===== src/rtl/pipe_hazard_pkg.sv =====
// Shared types for the pipeline hazard/forwarding controller.
// hz_entry_t describes one in-flight instruction tracked after decode.
// The dst field is sized for the widest supported register address (HZ_AW_MAX).
// Narrower addresses are zero-extended into it.
package pipe_hazard_pkg;

  localparam int HZ_AW_MAX = 8;

  typedef struct packed {
    logic                 valid;
    logic [HZ_AW_MAX-1:0] dst;
    logic                 wr;
    logic                 load;
    logic                 setflags;
  } hz_entry_t;

  localparam hz_entry_t BUBBLE = '0;

  // Width of a per-source forward select for a given tracking depth.
  function automatic int fsel_w(input int depth);
    return $clog2(depth);
  endfunction

endpackage


===== src/rtl/hazard_match.sv =====
// Per-source hazard matcher: compares one source register against every tracked
// writer and produces the youngest forwardable position plus a load-use hit.
// The zero register and unused sources never match.
module hazard_match
  import pipe_hazard_pkg::*;
#(
  parameter  int REG_AW     = 5,
  parameter  int FWD_DEPTH  = 3,
  parameter  int LOAD_STALL = 1,
  parameter  int ZERO_REG   = 31,
  localparam int FSW        = fsel_w(FWD_DEPTH)
) (
  input  hz_entry_t [FWD_DEPTH-1:0] entries,
  input  logic [REG_AW-1:0]         src,
  input  logic                      used,
  output logic [FSW-1:0]            sel,
  output logic                      load_hit
);

  logic                 src_ok;
  logic [FWD_DEPTH-1:0] hit;

  assign src_ok = used && (src != REG_AW'(ZERO_REG));

  // Per-position match of this source against live writers.
  always_comb begin
    hit = '0;
    for (int i = 0; i < FWD_DEPTH; i++) begin
      hit[i] = src_ok && entries[i].valid && entries[i].wr &&
               (entries[i].dst == HZ_AW_MAX'(src));
    end
  end

  // Youngest match wins: scan oldest-to-youngest so the lowest index is written last.
  // The oldest position is excluded because its write has already reached the regfile.
  always_comb begin
    sel = '0;
    for (int i = FWD_DEPTH - 2; i >= 0; i--) begin
      if (hit[i]) sel = FSW'(i + 1);
    end
  end

  // A load too close to the consumer to forward forces a stall.
  always_comb begin
    load_hit = 1'b0;
    for (int i = 0; i < LOAD_STALL; i++) begin
      if (hit[i] && entries[i].load) load_hit = 1'b1;
    end
  end

endmodule


===== src/rtl/pipe_hazard_ctrl.sv =====
// Hazard/forwarding controller for the in-order 5-stage pipeline.
// Tracks writers in a FWD_DEPTH-deep shift register (entry0 = EX), raises load-use
// stalls, registers per-source forward selects into EX and drives the flag bypass.
// Optional feature macro: HAZARD_PERF_EN adds saturating stall/forward counters.
module pipe_hazard_ctrl
  import pipe_hazard_pkg::*;
#(
  parameter  int REG_AW     = 5,
  parameter  int NUM_SRC    = 2,
  parameter  int FWD_DEPTH  = 3,
  parameter  int LOAD_STALL = 1,
  parameter  int ZERO_REG   = 31,
  localparam int FSW        = fsel_w(FWD_DEPTH)
) (
  input  logic                      clk,
  input  logic                      reset,
  input  logic                      id_valid,
  input  logic [NUM_SRC*REG_AW-1:0] id_src,
  input  logic [NUM_SRC-1:0]        id_src_used,
  input  logic [REG_AW-1:0]         id_dst,
  input  logic                      id_wr,
  input  logic                      id_load,
  input  logic                      id_setflags,
  input  logic                      flush,
  output logic                      stall,
  output logic [NUM_SRC*FSW-1:0]    ex_fwd_sel,
  output logic                      flags_fwd
`ifdef HAZARD_PERF_EN
  ,
  output logic [31:0]               perf_stalls,
  output logic [31:0]               perf_fwds
`endif
);

  hz_entry_t [FWD_DEPTH-1:0] entries;
  hz_entry_t                 entry_new;
  logic [NUM_SRC*FSW-1:0]    sel_next;
  logic [NUM_SRC-1:0]        load_hits;
  logic                      issue;

  for (genvar s = 0; s < NUM_SRC; s++) begin : g_src
    hazard_match #(
      .REG_AW    (REG_AW),
      .FWD_DEPTH (FWD_DEPTH),
      .LOAD_STALL(LOAD_STALL),
      .ZERO_REG  (ZERO_REG)
    ) u_match (
      .entries (entries),
      .src     (id_src[s*REG_AW +: REG_AW]),
      .used    (id_src_used[s]),
      .sel     (sel_next[s*FSW +: FSW]),
      .load_hit(load_hits[s])
    );
  end

  // Flush dominates: a squashed instruction never stalls the front end.
  assign stall     = id_valid & ~flush & (|load_hits);
  assign issue     = id_valid & ~stall & ~flush;
  assign flags_fwd = entries[0].valid & entries[0].setflags;

  // New EX entry: the issuing instruction, or a bubble on stall/flush/idle.
  always_comb begin
    entry_new = BUBBLE;
    if (issue) begin
      entry_new.valid    = 1'b1;
      entry_new.dst      = HZ_AW_MAX'(id_dst);
      entry_new.wr       = id_wr;
      entry_new.load     = id_load;
      entry_new.setflags = id_setflags;
    end
  end

  // Writer tracking shift register; the oldest entry falls off the end.
  always_ff @(posedge clk or negedge reset) begin
    if (!reset) entries <= '0;
    else        entries <= {entries[FWD_DEPTH-2:0], entry_new};
  end

  // Forward selects travel with the instruction into EX; bubbles carry zero.
  always_ff @(posedge clk or negedge reset) begin
    if (!reset) ex_fwd_sel <= '0;
    else        ex_fwd_sel <= issue ? sel_next : '0;
  end

`ifdef HAZARD_PERF_EN
  // Saturating event counters for stall cycles and forwarded issues.
  always_ff @(posedge clk or negedge reset) begin
    if (!reset) begin
      perf_stalls <= '0;
      perf_fwds   <= '0;
    end else begin
      if (stall && (perf_stalls != '1)) perf_stalls <= perf_stalls + 32'd1;
      if (issue && (|sel_next) && (perf_fwds != '1)) perf_fwds <= perf_fwds + 32'd1;
    end
  end
`endif

endmodule

===== config.mk =====
export PLATFORM = sky130hd
export DESIGN_NAME = pipe_hazard_ctrl
export DESIGN_NICKNAME = d
export VERILOG_FILES = /design/src/rtl/pipe_hazard_pkg.sv /design/src/rtl/hazard_match.sv /design/src/rtl/pipe_hazard_ctrl.sv
export SDC_FILE = /design/constraint.sdc
export NUM_CORES = 1
export LEC_CHECK = 0
export BUFFER_PORTS_ARGS = -buffer_cell sky130_fd_sc_hd__buf_4
export CORE_AREA = 2 2 49 51
export CTS_CLUSTER_DIAMETER = 60
export DETAILED_ROUTE_END_ITERATION = 8
export DIE_AREA = 0 0 51 53
export HOLD_SLACK_MARGIN = 0.05
export PLACE_DENSITY = 0.71
export SLEW_MARGIN = 20
export SYNTH_ARGS = -nofsm -noshare
export SYNTH_HDL_FRONTEND = slang
export SYNTH_SLANG_ARGS = --single-unit

===== constraint.sdc =====
create_clock -name clk -period 4.1 [get_ports clk]
set_input_delay 0.82 -clock clk [delete_from_list [all_inputs] [get_ports clk]]
set_output_delay 0.82 -clock clk [all_outputs]
set_load 0.02 [all_outputs]

======== Word level (Yosys, flattened, before mapping) ========
Cells that the tools add are included.
cells by class
  eq/ne operators ......................... 6
  muxes and demuxes ....................... 8
  bitwise operators ....................... 7
  reductions and logical operators ........ 17
operators with widths
  operator                                        number
  8-bit by 5-bit equality test with 1-bit output  4
  1-bit logical AND                               16
  12-bit two-way mux                              1
  5-bit inequality test (second input constant)   2
  2-bit two-way mux                               4
  1-bit AND                                       5
  4-bit two-way mux                               1
  1-bit two-way mux                               2
  1-bit NOT                                       2
  2-bit OR reduction                              1
storage, ports and cells
  flip-flop bits (word level) ............. 26
  input bits .............................. 24
  output and inout port bits .............. 6
  word-level logic and storage cells ...... 47

======== Logic depth before layout (Yosys ltp) ========
  depth after elaboration ................. 13
  depth in mapped cells ................... 6
  depth with buffers taken out ............ 5

======== Hierarchy ========
Synthesis repeated with hierarchy kept, for this count alone.
unflattened totals
  cell total of the unflattened synthesis .. 95
  area total of the unflattened synthesis .. 1,255.0 um^2
by module, submodules not included
  module            instances  cells each  area an instance (um^2)  seq. area each (um^2)
  pipe_hazard_ctrl  1          49          907.1                    775.7
  hazard_match      2          23          173.9                    0.0

======== Least setup slack after synthesis ========
Ideal clock, no wire load.
  path type ............................... input to output
  from .................................... input id_src[0]
  to ...................................... output stall
  arrival ................................. 1.936 ns
  data required time ...................... 3.280 ns
  setup slack ............................. 1.344 ns
  stages .................................. 6
  path buffers ............................ 1
  path through ............................ xnor2_1 -> nand4_1 -> nor4_2 -> o21a_1 -> buf_6 -> and2_1
between the ends
  cells in the longest elaborated chain, start to end .. 9
  elaborated cells on any way between the ends .. 10
  classes of those cells .................. eq/ne (2); mux (1); bitwise (1); reduce/logical (6)
RTL lines
  what                            line                    RTL
  start: declaration              pipe_hazard_ctrl.sv:18  input logic [NUM_SRC*REG_AW-1:0] id_src,
  5-bit inequality test           hazard_match.sv:23      assign src_ok = used && (src != REG_AW'(ZERO_REG));
  1-bit logical AND               hazard_match.sv:23
  1-bit logical AND (2 in a row)  hazard_match.sv:29      hit[i] = src_ok && entries[i].valid && entries[i].wr &&
  1-bit logical AND *             hazard_match.sv:29
  1-bit logical AND *             hazard_match.sv:47      if (hit[i] && entries[i].load) load_hit = 1'b1;
  1-bit two-way mux *             hazard_match.sv:47
  2-bit OR reduction *            pipe_hazard_ctrl.sv:57  assign stall = id_valid & ~flush & (|load_hits);
  1-bit AND *                     pipe_hazard_ctrl.sv:57
  end: declaration                pipe_hazard_ctrl.sv:25  output logic stall,
Mark *: on every way between the ends. The rest lies on a longest branch, timed or not.

======== Worst setup path in the final report ========
  from .................................... input id_src[3]
  to ...................................... output stall
Same word-level chain as after synthesis.

==> results_dict.tcl <==
set metrics [dict create \
    post_cts_resized 0 \
    finalWorstSetupSlack_ns 0.8964 \
    die_area_mm2 0.002703 \
    gp_routability_congestion 0.8904 \
    yosysSeqAreaShare_pct 54.64 \
    layout.filler_cells 217 \
    timing.critical_path.from_type "input port" \
    critical_path_required_ns 3.28 \
    wl_um 1846 \
    die_x_um 51 \
    most_frequent_standard_cell_in_the_layout_excluding_fill_and_tap_cells "buf_4" \
    relSlewSlack_pct 65.86 \
    async_reset_ff_share_pct 100.0 \
    drv.max_cap_violation_count 0 \
    antenna_left 0 \
    combined_area_of_the_multi_input_logic_cells_um2 399.1 \
    cpPeakStageDelay_ns 0.41 \
    static-leakage-power_uw 0.0005572 \
    postCtsHoldBufs 0 \
    synth_seq_cells 20 \
    final.min_clock_period_ns 3.204 \
    ff_latch_area_um2 500.5 \
    yosys_most_used_dff "dfrtp_1" \
    cts_buffer_depth 2 \
    critPathMostFrequentCell "buf_4" \
    cp.depth 7 \
    initial_utilization_pct 42.63 \
    final_layout_size_suffix_gt1_share_pct 29.91 \
    final_max_slew_viol_count 0 \
    place.port_buffers 29 \
    timing.reg2reg.setup_slack_ns 2.32 \
    area_growth_syn_to_layout_pct 30.60 \
    tritoncts.num_buffers 3 \
    critical_path_fanout_max 10 \
    power-per-cell-area_mw_per_mm2 309.6 \
    timing.critical_path.cells "buf_4 -> xnor2_1 -> nand4_1 -> nor4_2 -> o21a_1 -> and2_1 -> buf_4" \
    cp.arrival_ns 2.38 \
    maximum_number_of_pins_on_one_net_before_global_route_repair 21 \
    unrepaired_setup_endpoints_after_global_routing "false" \
    io_pins 30 \
    timing.hold.ws_ns 0.3815 \
    run_status "completed" \
    synth_area_um2 915.9 \
    chipHeight_um 53 \
    overflow_left_after_global_routing 0 \
    max_slew.worst_pin.slew_ns 0.5075 \
    cts_root_buffer "clkbuf_4" \
    final_hold_viol_count 0 \
    worstSetupStartpoint "id_src[3]" \
    half_perimeter_wire_length_after_detailed_placement_um 1488 \
    synth.avg_cell_area_um2 10.78 \
    placement_rows 17 \
    finalCoreUtilization_pct 55.68 \
    regToRegEndpoint "entries[7]" \
    report.final.setup_viol 0 \
    worst_setup_path_end_kind "output pin" \
    vias_per_cell 4.828 \
    critPathCapture "stall" \
    worst_reg2reg_startpoint "entries[6]" \
    peakVddDrop_mv 0.1977 \
    pre_cts_slack_ns 0.8972 \
    cts.sinks 20 \
    tns_ns 0 \
    routed-via-count 700 \
    final_clock_period_utilization_by_the_worst_path_pct 78.14 \
    cell_with_the_biggest_individual_delay_on_the_critical_path "nor4_2" \
    path_clk_slew_ns 0.11 \
    drt_first_pass_iters 2 \
    ys.warnings.count 0 \
    maximum_level_of_the_cts_h_tree 1 \
    worstPathBufferInverterCount 2 \
    fin_worst_skew_ns 0.004718 \
    wire_per_inst_um 12.73 \
    insertion_delay_ns 0.29 \
    path_class "input port to output pin" \
    antenna-diode-count 0 \
    timing.critical_path.max_delay_family "simple AND/OR/NAND/NOR gates" \
    synth.net_count 109 \
    number_of_antenna_violations_at_the_first_check_in_global_routing 0 \
    core_area_mm2 0.002148 \
    global_route_wire_length_before_repair_um 3008 \
    synthDistinctLibCells 20 \
    via_count_of_the_first_global_routing_pass 717 \
    first_iter_violations 4 \
    cts_tree "yes" \
    timing.fmax_mhz 312.2 \
    worst-r2r-cell-count 5 \
    postCtsSetupRepairBufs 0 \
    grtUsageTotal_pct 15.13 \
    drt_drc_violations_left 0 \
    nets 142 \
    synth-edff-count 0 \
    post_synth_inst_count 85 \
    timing.hold.worst.class "input port to async pin" \
    most-common-layout-cells "30 x buf_4, 20 x dfrtp_1, 16 x xnor2_1, 11 x nand2_1, 9 x nor2_1" \
]
## where the power goes
part / internal [uW] / switching (uW) / total, uW / leakage, uW
Clock: 54.0 / 56.9 / 111 / 0.0000210
Sequential: 203 / 5.62 / 209 / 0.000270
Combinational: 28.3 / 22.1 / 50.4 / 0.000266
Total: 286 / 84.6 / 370 / 0.000557
## sequential cells by signal, summed over array words and instances, names as in the netlist
| register | flops |
|---|---|
| entries | 16 |
| ex_fwd_sel | 4 |
## per-stage QoR
stage	std cells	power (uW)	cell area, um^2
after CTS	145	372.4	1196
after global placement	141	262.5	1160
after floorplan	85	233.2	915.9
after detailed placement	141	263.8	1160
final	145	370.3	1196
after global routing	145	386.5	1196
## how the worst min path moves through the flow
stage,start,to,cells past startpoint
6_report,reset,entries[4],1
5_1_grt,reset,ex_fwd_sel[2],1
4_1_cts,reset,entries[18],1
3_5_place_dp,entries[2],entries[14],0
3_3_place_gp,entries[2],entries[14],0
2_1_floorplan,entries[2],entries[14],0
## synth_stat cells, types with 2 or more instances
| cell | count | area, um^2 |
|---|---|---|
| and2_1 | 2 | 12.51 |
| xnor2_1 | 16 | 140.1 |
| nor3b_1 | 2 | 15.01 |
| o21ai_0 | 2 | 10.01 |
| nor4_1 | 2 | 12.51 |
| nand2_1 | 11 | 41.29 |
| dfrtp_1 | 20 | 500.5 |
| nor2_1 | 9 | 33.78 |
| nand4_1 | 5 | 31.28 |
| nand3_1 | 3 | 15.01 |
| xor2_1 | 4 | 35.03 |
## metal layers
metal | GRT usage, % | wire, um
met2 | 26.41 | 952
met5 | 0 | 0
met3 | 2.260 | 100
met4 | 6.757 | 31
met1 | 18.48 | 761
## kinds of logic (layout without fill, tap and decap cells)
group / after synthesis / count (layout) / synth area share (%)
flip-flops: 20 / 20 / 54.64
AO/OA/AOI/OAI: 5 / 5 / 3.279
AND/OR/NAND/NOR: 38 / 38 / 21.17
buffers and inverters: 2 / 34 / 1.775
XOR/XNOR: 20 / 20 / 19.12
## worst reg2reg max path, stage by stage, from the launching register on
cell and delay (ns):
dfrtp_1 0.44, xnor2_1 0.18, nand4_1 0.17, nor4_2 0.41
o21a_1 0.38, nor2_1 0.10
## area by class of cell
class	count	share of cell area [%]
flip-flops and latches	20	41.84
multi-input cells	63	33.37
repair buffers	30	18.83
clock buffers	4	3.033
well taps	28	2.929
Note: power is estimated with default switching activity, not from simulation.
